[src/rtl/spi_cfg_commit_pkg.sv]
// Shared state encoding, field widths and counter sizing for the SPI config commit sequencer.
package spi_cfg_commit_pkg;

  localparam int unsigned TrigLockoutW = 32;
  localparam int unsigned IntegThreshW = 15;
  localparam int unsigned IntegWindowW = 32;

  typedef enum logic [2:0] {
    StIdle    = 3'd0,
    StPending = 3'd1,
    StApply   = 3'd2,
    StSettle  = 3'd3,
    StFault   = 3'd4
  } cfg_state_e;

  // Bits needed to count 0..limit inclusive, never less than one.
  function automatic int unsigned cnt_width(input int unsigned limit);
    return (limit == 0) ? 1 : $clog2(limit + 1);
  endfunction

endpackage

[src/rtl/cfg_hold_counter.sv]
// Saturating up-counter with synchronous clear; term flags that the next increment reaches Limit.
module cfg_hold_counter
  import spi_cfg_commit_pkg::*;
#(
  parameter int unsigned Limit = 4
) (
  input  logic clk,
  input  logic resetn,
  input  logic clr,
  input  logic inc,
  output logic term
);

  localparam int unsigned Width = cnt_width(Limit);
  localparam logic [Width-1:0] LimitVal = Width'(Limit);
  localparam logic [Width-1:0] LastVal  = (Limit == 0) ? '0 : Width'(Limit - 1);

  logic [Width-1:0] count_q;

  always_ff @(posedge clk or negedge resetn) begin
    if (!resetn) begin
      count_q <= '0;
    end else if (clr) begin
      count_q <= '0;
    end else if (inc && (count_q != LimitVal)) begin
      count_q <= count_q + Width'(1);
    end
  end

  // A zero limit means the counter never terminates (feature disabled).
  assign term = (Limit != 0) && (count_q == LastVal);

endmodule

[src/rtl/spi_cfg_commit_ctrl.sv]
// Commits synchronized SPI config to the datapath once stable and idle, then holds off.
// Optional commit counter output enabled by defining SPI_CFG_COMMIT_COUNT_EN.
module spi_cfg_commit_ctrl
  import spi_cfg_commit_pkg::*;
#(
  parameter int unsigned TIMEOUT_CYCLES = 1024,
  parameter int unsigned SETTLE_CYCLES  = 4
) (
  input  logic                    clk,
  input  logic                    resetn,
  input  logic                    cfg_valid,
  input  logic [TrigLockoutW-1:0] trig_lockout_in,
  input  logic [IntegThreshW-1:0] integ_thresh_avg_in,
  input  logic [IntegWindowW-1:0] integ_window_in,
  input  logic                    integ_en_in,
  input  logic                    spi_en_in,
  input  logic                    dp_busy,
  output logic [TrigLockoutW-1:0] trig_lockout,
  output logic [IntegThreshW-1:0] integ_thresh_avg,
  output logic [IntegWindowW-1:0] integ_window,
  output logic                    integ_en,
  output logic                    spi_en,
  output logic                    cfg_load,
  output logic                    cfg_pending,
  output logic                    cfg_timeout,
`ifdef SPI_CFG_COMMIT_COUNT_EN
  output logic [15:0]             commit_count,
`endif
  output logic [2:0]              state
);

  cfg_state_e state_q, state_d;

  logic [TrigLockoutW-1:0] trig_q, trig_d;
  logic [IntegThreshW-1:0] thresh_q, thresh_d;
  logic [IntegWindowW-1:0] window_q, window_d;
  logic                    integ_en_q, integ_en_d;
  logic                    spi_en_q, spi_en_d;

  logic change, disable_req;
  logic tmo_term, settle_term;

  assign change = cfg_valid && spi_en_in &&
                  ({trig_lockout_in, integ_thresh_avg_in, integ_window_in, integ_en_in, spi_en_in}
                   != {trig_q, thresh_q, window_q, integ_en_q, spi_en_q});

  assign disable_req = cfg_valid && !spi_en_in && spi_en_q;

  // Timeout count restarts every time we leave IDLE; it holds its value in FAULT.
  cfg_hold_counter #(
    .Limit(TIMEOUT_CYCLES)
  ) u_timeout_cnt (
    .clk   (clk),
    .resetn(resetn),
    .clr   (disable_req || (state_q == StIdle)),
    .inc   ((state_q == StPending) && cfg_valid && dp_busy),
    .term  (tmo_term)
  );

  cfg_hold_counter #(
    .Limit(SETTLE_CYCLES)
  ) u_settle_cnt (
    .clk   (clk),
    .resetn(resetn),
    .clr   (disable_req || (state_q == StApply)),
    .inc   (state_q == StSettle),
    .term  (settle_term)
  );

  always_comb begin
    state_d    = state_q;
    trig_d     = trig_q;
    thresh_d   = thresh_q;
    window_d   = window_q;
    integ_en_d = integ_en_q;
    spi_en_d   = spi_en_q;

    if (disable_req) begin
      spi_en_d = 1'b0;
      state_d  = StIdle;
    end else begin
      case (state_q)
        StIdle: begin
          if (change) state_d = StPending;
        end
        StPending: begin
          if (!cfg_valid) begin
            state_d = StIdle;
          end else if (!dp_busy) begin
            trig_d     = trig_lockout_in;
            thresh_d   = integ_thresh_avg_in;
            window_d   = integ_window_in;
            integ_en_d = integ_en_in;
            spi_en_d   = spi_en_in;
            state_d    = StApply;
          end else if (tmo_term) begin
            state_d = StFault;
          end
        end
        StApply: begin
          state_d = (SETTLE_CYCLES == 0) ? StIdle : StSettle;
        end
        StSettle: begin
          if (settle_term) state_d = StIdle;
        end
        StFault: begin
          state_d = StFault;
        end
        default: begin
          state_d = StIdle;
        end
      endcase
    end
  end

  always_ff @(posedge clk or negedge resetn) begin
    if (!resetn) begin
      state_q    <= StIdle;
      trig_q     <= '0;
      thresh_q   <= '0;
      window_q   <= '0;
      integ_en_q <= 1'b0;
      spi_en_q   <= 1'b0;
    end else begin
      state_q    <= state_d;
      trig_q     <= trig_d;
      thresh_q   <= thresh_d;
      window_q   <= window_d;
      integ_en_q <= integ_en_d;
      spi_en_q   <= spi_en_d;
    end
  end

  assign trig_lockout     = trig_q;
  assign integ_thresh_avg = thresh_q;
  assign integ_window     = window_q;
  assign integ_en         = integ_en_q;
  assign spi_en           = spi_en_q;
  assign cfg_load         = (state_q == StApply);
  assign cfg_pending      = (state_q == StPending);
  // FAULT is left only through disable or reset, both of which clear the flag.
  assign cfg_timeout      = (state_q == StFault);
  assign state            = state_q;

`ifdef SPI_CFG_COMMIT_COUNT_EN
  logic [15:0] commit_count_q;

  always_ff @(posedge clk or negedge resetn) begin
    if (!resetn) begin
      commit_count_q <= '0;
    end else if (cfg_load) begin
      commit_count_q <= commit_count_q + 16'd1;
    end
  end

  assign commit_count = commit_count_q;
`endif

endmodule

[config.mk]
export PLATFORM = sky130hd
export DESIGN_NAME = spi_cfg_commit_ctrl
export DESIGN_NICKNAME = d
export VERILOG_FILES = /design/src/rtl/spi_cfg_commit_pkg.sv /design/src/rtl/cfg_hold_counter.sv /design/src/rtl/spi_cfg_commit_ctrl.sv
export SDC_FILE = /design/constraint.sdc
export NUM_CORES = 1
export LEC_CHECK = 0
export BUFFER_PORTS_ARGS = -buffer_cell sky130_fd_sc_hd__buf_2
export CORE_ASPECT_RATIO = 1.25
export CORE_MARGIN = 1.5
export CORE_UTILIZATION = 54
export CTS_CLUSTER_SIZE = 40
export DETAILED_ROUTE_END_ITERATION = 12
export GPL_TIMING_DRIVEN = 0
export HOLD_SLACK_MARGIN = 0.03
export PLACE_DENSITY = 0.86
export SYNTH_ARGS = -nofsm -noshare
export SYNTH_HDL_FRONTEND = slang
export SYNTH_SLANG_ARGS = --single-unit
[constraint.sdc]
create_clock -name clk -period 3.1 [get_ports clk]
set_input_delay 0.62 -clock clk [delete_from_list [all_inputs] [get_ports clk]]
set_output_delay 0.62 -clock clk [all_outputs]
set_load 0.01 [all_outputs]
==> results of run 1 <==
## Yosys cell counts, types with 7 or more instances
cell and instances:
xnor2_1 36, inv_1 13, nand2_1 10, nand4_1 17
buf_2 8, nand2b_1 7, dfrtp_1 98, a21oi_1 8
mux2_2 78, nor2_1 16, nor4_1 14, xor2_1 48
## metal layers
| metal | GRT usage [%] | vias up |
|---|---|---|
| li1 | - | 1760 |
| met1 | 30.20 | 1882 |
| met2 | 46.24 | 120 |
| met3 | 4.204 | 34 |
| met4 | 15.07 | 0 |
| met5 | 0 | - |
## flip-flops by register name, summed over array words and instances (netlist names)
signal and cells:
integ_window 32, trig_lockout 32, integ_thresh_avg 15, u_timeout_cnt.count_q 11, state 3, u_settle_cnt.count_q 3, integ_en 1, spi_en 1
## how the worst max path moves through the flow
| stage | from | end | cells after the start |
|---|---|---|---|
| finish | state[2] | cfg_timeout | 2 |
| global route | state[0] | trig_lockout[19] | 6 |
| CTS | state[2] | cfg_timeout | 2 |
| detailed placement | spi_en_in | trig_lockout[12] | 4 |
| global placement | resetn | integ_thresh_avg[0] | 1 |
| floorplan | state[0] | integ_en | 6 |
## critical path: cells and delay by family (launching register included)
kind	cells	cell delay, ns
buffers and inverters	1	0.20
flip-flops	1	0.52
AND/OR/NAND/NOR	1	0.37
## cells by family after synthesis
group | Yosys count | synth area share (%)
adders and majority gates | 5 | 1.278
DFF | 98 | 50.09
xor gates and xnor gates | 84 | 15.03
and+or+nand+nor | 83 | 9.865
buffers and inverters | 24 | 2.351
muxes | 79 | 18.14
AOI/OAI and AO/OA | 24 | 3.246
## area by class of cell
cell class / count / area, sq um / share of cell area (%)
Sequential cell: 98 / 2452 / 40.25
Clock buffer: 13 / 158.9 / 2.608
Timing Repair Buffer: 172 / 885.9 / 14.54
Multi-Input combinational cell: 275 / 2328 / 38.21
Buffer: 11 / 66.31 / 1.088
Tap cell: 120 / 150.1 / 2.464
Antenna cell: 1 / 2.502 / 0.04107
Inverter: 13 / 48.80 / 0.8008
## stage by stage
stage	std cells	utilization [%]
5_1_grt	703	69.65
4_1_cts	702	69.62
3_3_place_gp	688	67.46
2_1_floorplan	397	-
6_report	703	69.65
3_5_place_dp	689	67.81
## where the power goes
part	switching, uW	internal (uW)	leakage (uW)	total [uW]
sequential	515	1850	0.00120	2370
clock	415	324	0.0000815	739
combinational	1190	1300	0.00163	2490
==> impl_metrics.json, run 1 <==
{
  "worst_path_max_delay_cell": "dfrtp_1",
  "clock-root-buffer": "clkbuf_8",
  "leakage_uw": 0.002914,
  "clk_pin_slew_ns": 0.09,
  "ys_types": 36,
  "crit_required_ns": 2.48,
  "antenna_found_initial": 1,
  "drc": 0,
  "hpwl_microns": 9211,
  "gate_count_post_synth": 397,
  "core_area_sq_mm": 0.008748,
  "cts_post_setup_buffers_inserted": 0,
  "layout.cells.most_common": "buf_2",
  "max_cap_violations": 0,
  "ys_seq_elements": 98,
  "postCtsHoldBufs": 0,
  "critPathCaptureType": "primary output",
  "grt_pass1_vias": 3940,
  "synth_enable_flop_cells": 0,
  "cts_inserted_buffers": 9,
  "most-common-layout-cells": "178 x buf_2, 98 x dfrtp_1, 78 x mux2_2",
  "min_path_type": "input port to asynchronous set/reset pin",
  "max-vdd-ir-drop_v": 0.0005722,
  "cts-htree-levels": 3,
  "clock_sinks": 98,
  "ys_dominant_reg_cell": "dfrtp_1",
  "worstReg2RegEnd": "trig_lockout[12]",
  "drt_first_pass_iters": 4,
  "total_power_uw": 5595,
  "critPathMaxFanout": 8,
  "tritoncts": "yes",
  "synth_warnings": 0,
  "maxClockFrequency_mhz": 479.8,
  "synth_area_sq_mm": 0.004896,
  "area_growth_syn_to_layout_pct": 24.46,
  "dieArea_sq_mm": 0.009651,
  "timing.critical_path.from_type": "register",
  "die_x_microns": 88.17,
  "ctsResizeCount": 0,
  "detailroute.wirelength.met2_microns": 6363,
  "cp_data_arrival_time_ns": 1.46,
  "num_io_pins": 172,
  "wl_met1_microns": 4791,
  "worst-r2r-cell-count": 6,
  "placed_area_sq_mm": 0.005932,
  "start_util_pct": 55.96,
  "post_drt_wl_per_cell_microns": 17.29,
  "r2r_slack_ns": 1.05,
  "port_buffers": 171,
  "setup_slack_ns": 1.016,
  "ant_nets": 0,
  "largest_net_degree_at_the_start_of_global_routing": 51,
  "nNetsFinal": 670,
  "setup_total_negative_slack_ns": 0,
  "final-hold-violation-count": 0,
  "overflow": 0,
  "synth_largest_type_area_fraction_pct": 50.09,
  "reg2reg_from": "state[0]",
  "max_root_sink_buffers": 2,
  "rsz0062_at_grt": "no",
  "async_sr_flop_fraction_pct": 100.0,
  "critPathMaxStageDelay_ns": 0.52,
  "first_iter_violations": 116,
  "maxUsedRoutingLayer": "met4",
  "vias_per_cell": 5.400,
  "postSynthAreaPerCell_sq_um": 12.33,
  "synthesis.nets": 487,
  "crit_path_cell_trace": "nor3b_1 -> buf_2",
  "fp.dieH_microns": 109.5,
  "finalWeightedCongestion": 0.9000,
  "layout.filler_cells": 685,
  "outcome": "finished, final reports clean",
  "final-setup-viol-count": 0,
  "vias": 3796,
  "grt_first_pass_wirelength_microns": 19020,
  "number_of_placement_rows": 38,
  "layout-drive-gt1-share_pct": 47.42,
  "drv_slew": 0,
  "hold-worst-slack_ns": 0.2640,
  "synth_seq_area_share_pct": 50.09,
  "clock-skew-final_ns": 0.007107,
  "pre_cts_ws_ns": 0.9631,
  "synthTopCellsByArea": "dfrtp_1 50%, mux2_2 18%, xor2_1 8.6%",
  "wl_met3_microns": 532,
  "slew_margin_rel_pct": 55.61,
  "power_per_cell_area_mw_per_mm2": 918.2,
  "wirelength_microns": 12160,
  "crit_type": "register to primary output",
  "timing.final.crit_share_pct": 67.23,
  "max_slew.worst_pin.slew_ns": 0.6658,
  "synth.largest_area_cell": "dfrtp_1",
  "min_period_ns": 2.084,
  "grt_util_all_layers_pct": 26.36,
  "clk-insertion-delay-late_ns": 0.37,
  "post-route-cell-area_sq_mm": 0.006093
}
No activity file was read; power rests on OpenSTA's default activity.
==> run 2: changes to the inputs <==
CORE_UTILIZATION = 50   (was 54)
PLACE_DENSITY = 0.8   (was 0.86)
clock period = 2.1 ns   (was 3.1 ns; I/O delays follow)
==> run 2 against run 1 <==
Hold slack worse by 0.22 ns. Largest power group unchanged. Power is 57% higher. Final cell count is 1.0% higher. Critical endpoint is now integ_window[20]. Cell area is 2.3% higher. Sequential power is 48% higher. Critical path depth is 4 higher. Count of clock-buffer cells in the layout is 3 lower. Sequential share of layout area is 0.90 points lower.
==> impl_metrics.json, run 2 (synthesized netlist as in run 1, its figures left out) <==
{
  "outcome": "finished, final reports clean",
  "number_of_placement_rows": 40,
  "most-common-layout-cells": "178 x buf_2, 98 x dfrtp_1, 78 x mux2_2",
  "nNetsFinal": 670,
  "crit_required_ns": 2.32,
  "first_iter_violations": 157,
  "clock-root-buffer": "clkbuf_16",
  "dieArea_sq_mm": 0.01040,
  "antenna_found_initial": 0,
  "leakage_uw": 0.002973,
  "insertedDiodeCount": 0,
  "min_path_type": "input port to asynchronous set/reset pin",
  "drc": 0,
  "final-setup-viol-count": 0,
  "grt_first_pass_wirelength_microns": 19040,
  "max-vdd-ir-drop_v": 0.0006879,
  "rsz0062_at_grt": "yes",
  "fp.dieH_microns": 113.6,
  "timing.critical_path.buf_inv": 2,
  "slew_margin_rel_pct": 55.93,
  "postCtsHoldBufs": 0,
  "layout-drive-gt1-share_pct": 47.95,
  "critPathMaxStageDelay_ns": 0.42,
  "clock-skew-final_ns": 0.007093,
  "layout.cells.most_common": "buf_2",
  "start_util_pct": 51.22,
  "worst_path_dominant_cell_family": "buffers and inverters",
  "critPathCaptureType": "register",
  "cts-htree-levels": 3,
  "ctsResizeCount": 0,
  "crit_path_cell_trace": "buf_6 -> nor3b_4 -> and3_2 -> o21ai_2 -> buf_2 -> mux2_2",
  "wirelength_microns": 12170,
  "post_drt_wl_per_cell_microns": 17.13,
  "crit_type": "register to register",
  "max_root_sink_buffers": 2,
  "timing.critical_path.from_type": "register",
  "grt_util_all_layers_pct": 23.81,
  "timing.final.crit_share_pct": 96.79,
  "postLayoutCoreUtil_pct": 65.21,
  "worst_path_max_delay_cell": "buf_2",
  "hpwl_microns": 9185,
  "num_io_pins": 172,
  "max_slew.worst_pin.slew_ns": 0.6554,
  "tritoncts": "yes",
  "setup_total_negative_slack_ns": 0,
  "overflow": 0,
  "drt_first_pass_iters": 4,
  "largest_net_degree_at_the_start_of_global_routing": 62,
  "drv_slew": 0,
  "clk_pin_slew_ns": 0.07,
  "clock_sinks": 98,
  "critPathMaxFanout": 10,
  "core_area_sq_mm": 0.009559,
  "ant_nets": 0,
  "cp_data_arrival_time_ns": 2.25,
  "min_period_ns": 2.032,
  "final-hold-violation-count": 0,
  "max_cap_violations": 0,
  "finalWeightedCongestion": 0.8514,
  "cts_inserted_buffers": 9,
  "maxClockFrequency_mhz": 492.0,
  "power_per_cell_area_mw_per_mm2": 1413,
  "setup_slack_ns": 0.06750,
  "vias": 3721,
  "pre_cts_ws_ns": 0.06157,
  "vias_per_cell": 5.241,
  "port_buffers": 171,
  "hold-worst-slack_ns": 0.04561,
  "area_growth_syn_to_layout_pct": 27.32,
  "die_x_microns": 91.51,
  "cts_post_setup_buffers_inserted": 0,
  "grt_pass1_vias": 3821,
  "clk-insertion-delay-late_ns": 0.34
}
-- run 2: cell types whose count changed in the layout (fill, tap and decap cells not counted), moves of 2 or more --
cell | before | now
clkbuf_16 | 0 | 9
clkbuf_1 | 3 | 1
clkinvlp_4 | 0 | 2
clkinv_2 | 0 | 2
clkbuf_8 | 11 | 1
-- run 2: final timing paths --
kind	from	endpoint	slack [ns]	cells after the start
worst min-delay path	resetn	trig_lockout[1]	0.05	1
min in group clk	cfg_valid	spi_en	0.31	2
worst max-delay path	state[0]	integ_window[20]	0.07	6
worst max register to register	state[0]	integ_window[20]	0.07	6
worst min register to register	trig_lockout[23]	trig_lockout[23]	0.54	2
max in group asynchronous	resetn	trig_lockout[30]	1.36	2
-- run 2: final cells by class --
class | instances | area, sq um
well taps | 126 | 157.7
multi-input cells | 275 | 2328
clock inverters | 5 | 55.05
inverters | 13 | 48.80
flip-flops and latches | 98 | 2452
repair buffers | 172 | 885.9
plain buffers | 11 | 66.31
clock buffers | 10 | 239.0
fillers | 738 | 3326
-- run 2: per-layer routing --
metal	up-vias	share of wire [%]	track usage, %
met5	-	0	0
met4	0	2.7	9.896
met3	26	5.4	5.933
met2	116	53	41.49
met1	1819	39	27.96
li1	1760	-	-
-- run 2: where the power goes --
part | leakage (uW) | total, uW | internal, uW | switching [uW]
clock network | 0.000140 | 1650 | 945 | 701
logic | 0.00163 | 3660 | 1920 | 1740
registers | 0.00120 | 3510 | 2740 | 764
-- run 2: stage by stage --
| step | area, sq um | total power [uW] | std cells |
|---|---|---|---|
| final | 6233 | 8811 | 710 |
| after global routing | 6233 | 9336 | 710 |
| after CTS | 6233 | 8871 | 710 |
| after detailed placement | 5939 | 7208 | 695 |
| after global placement | 5909 | 7044 | 694 |
| after floorplan | 4896 | 5718 | 397 |
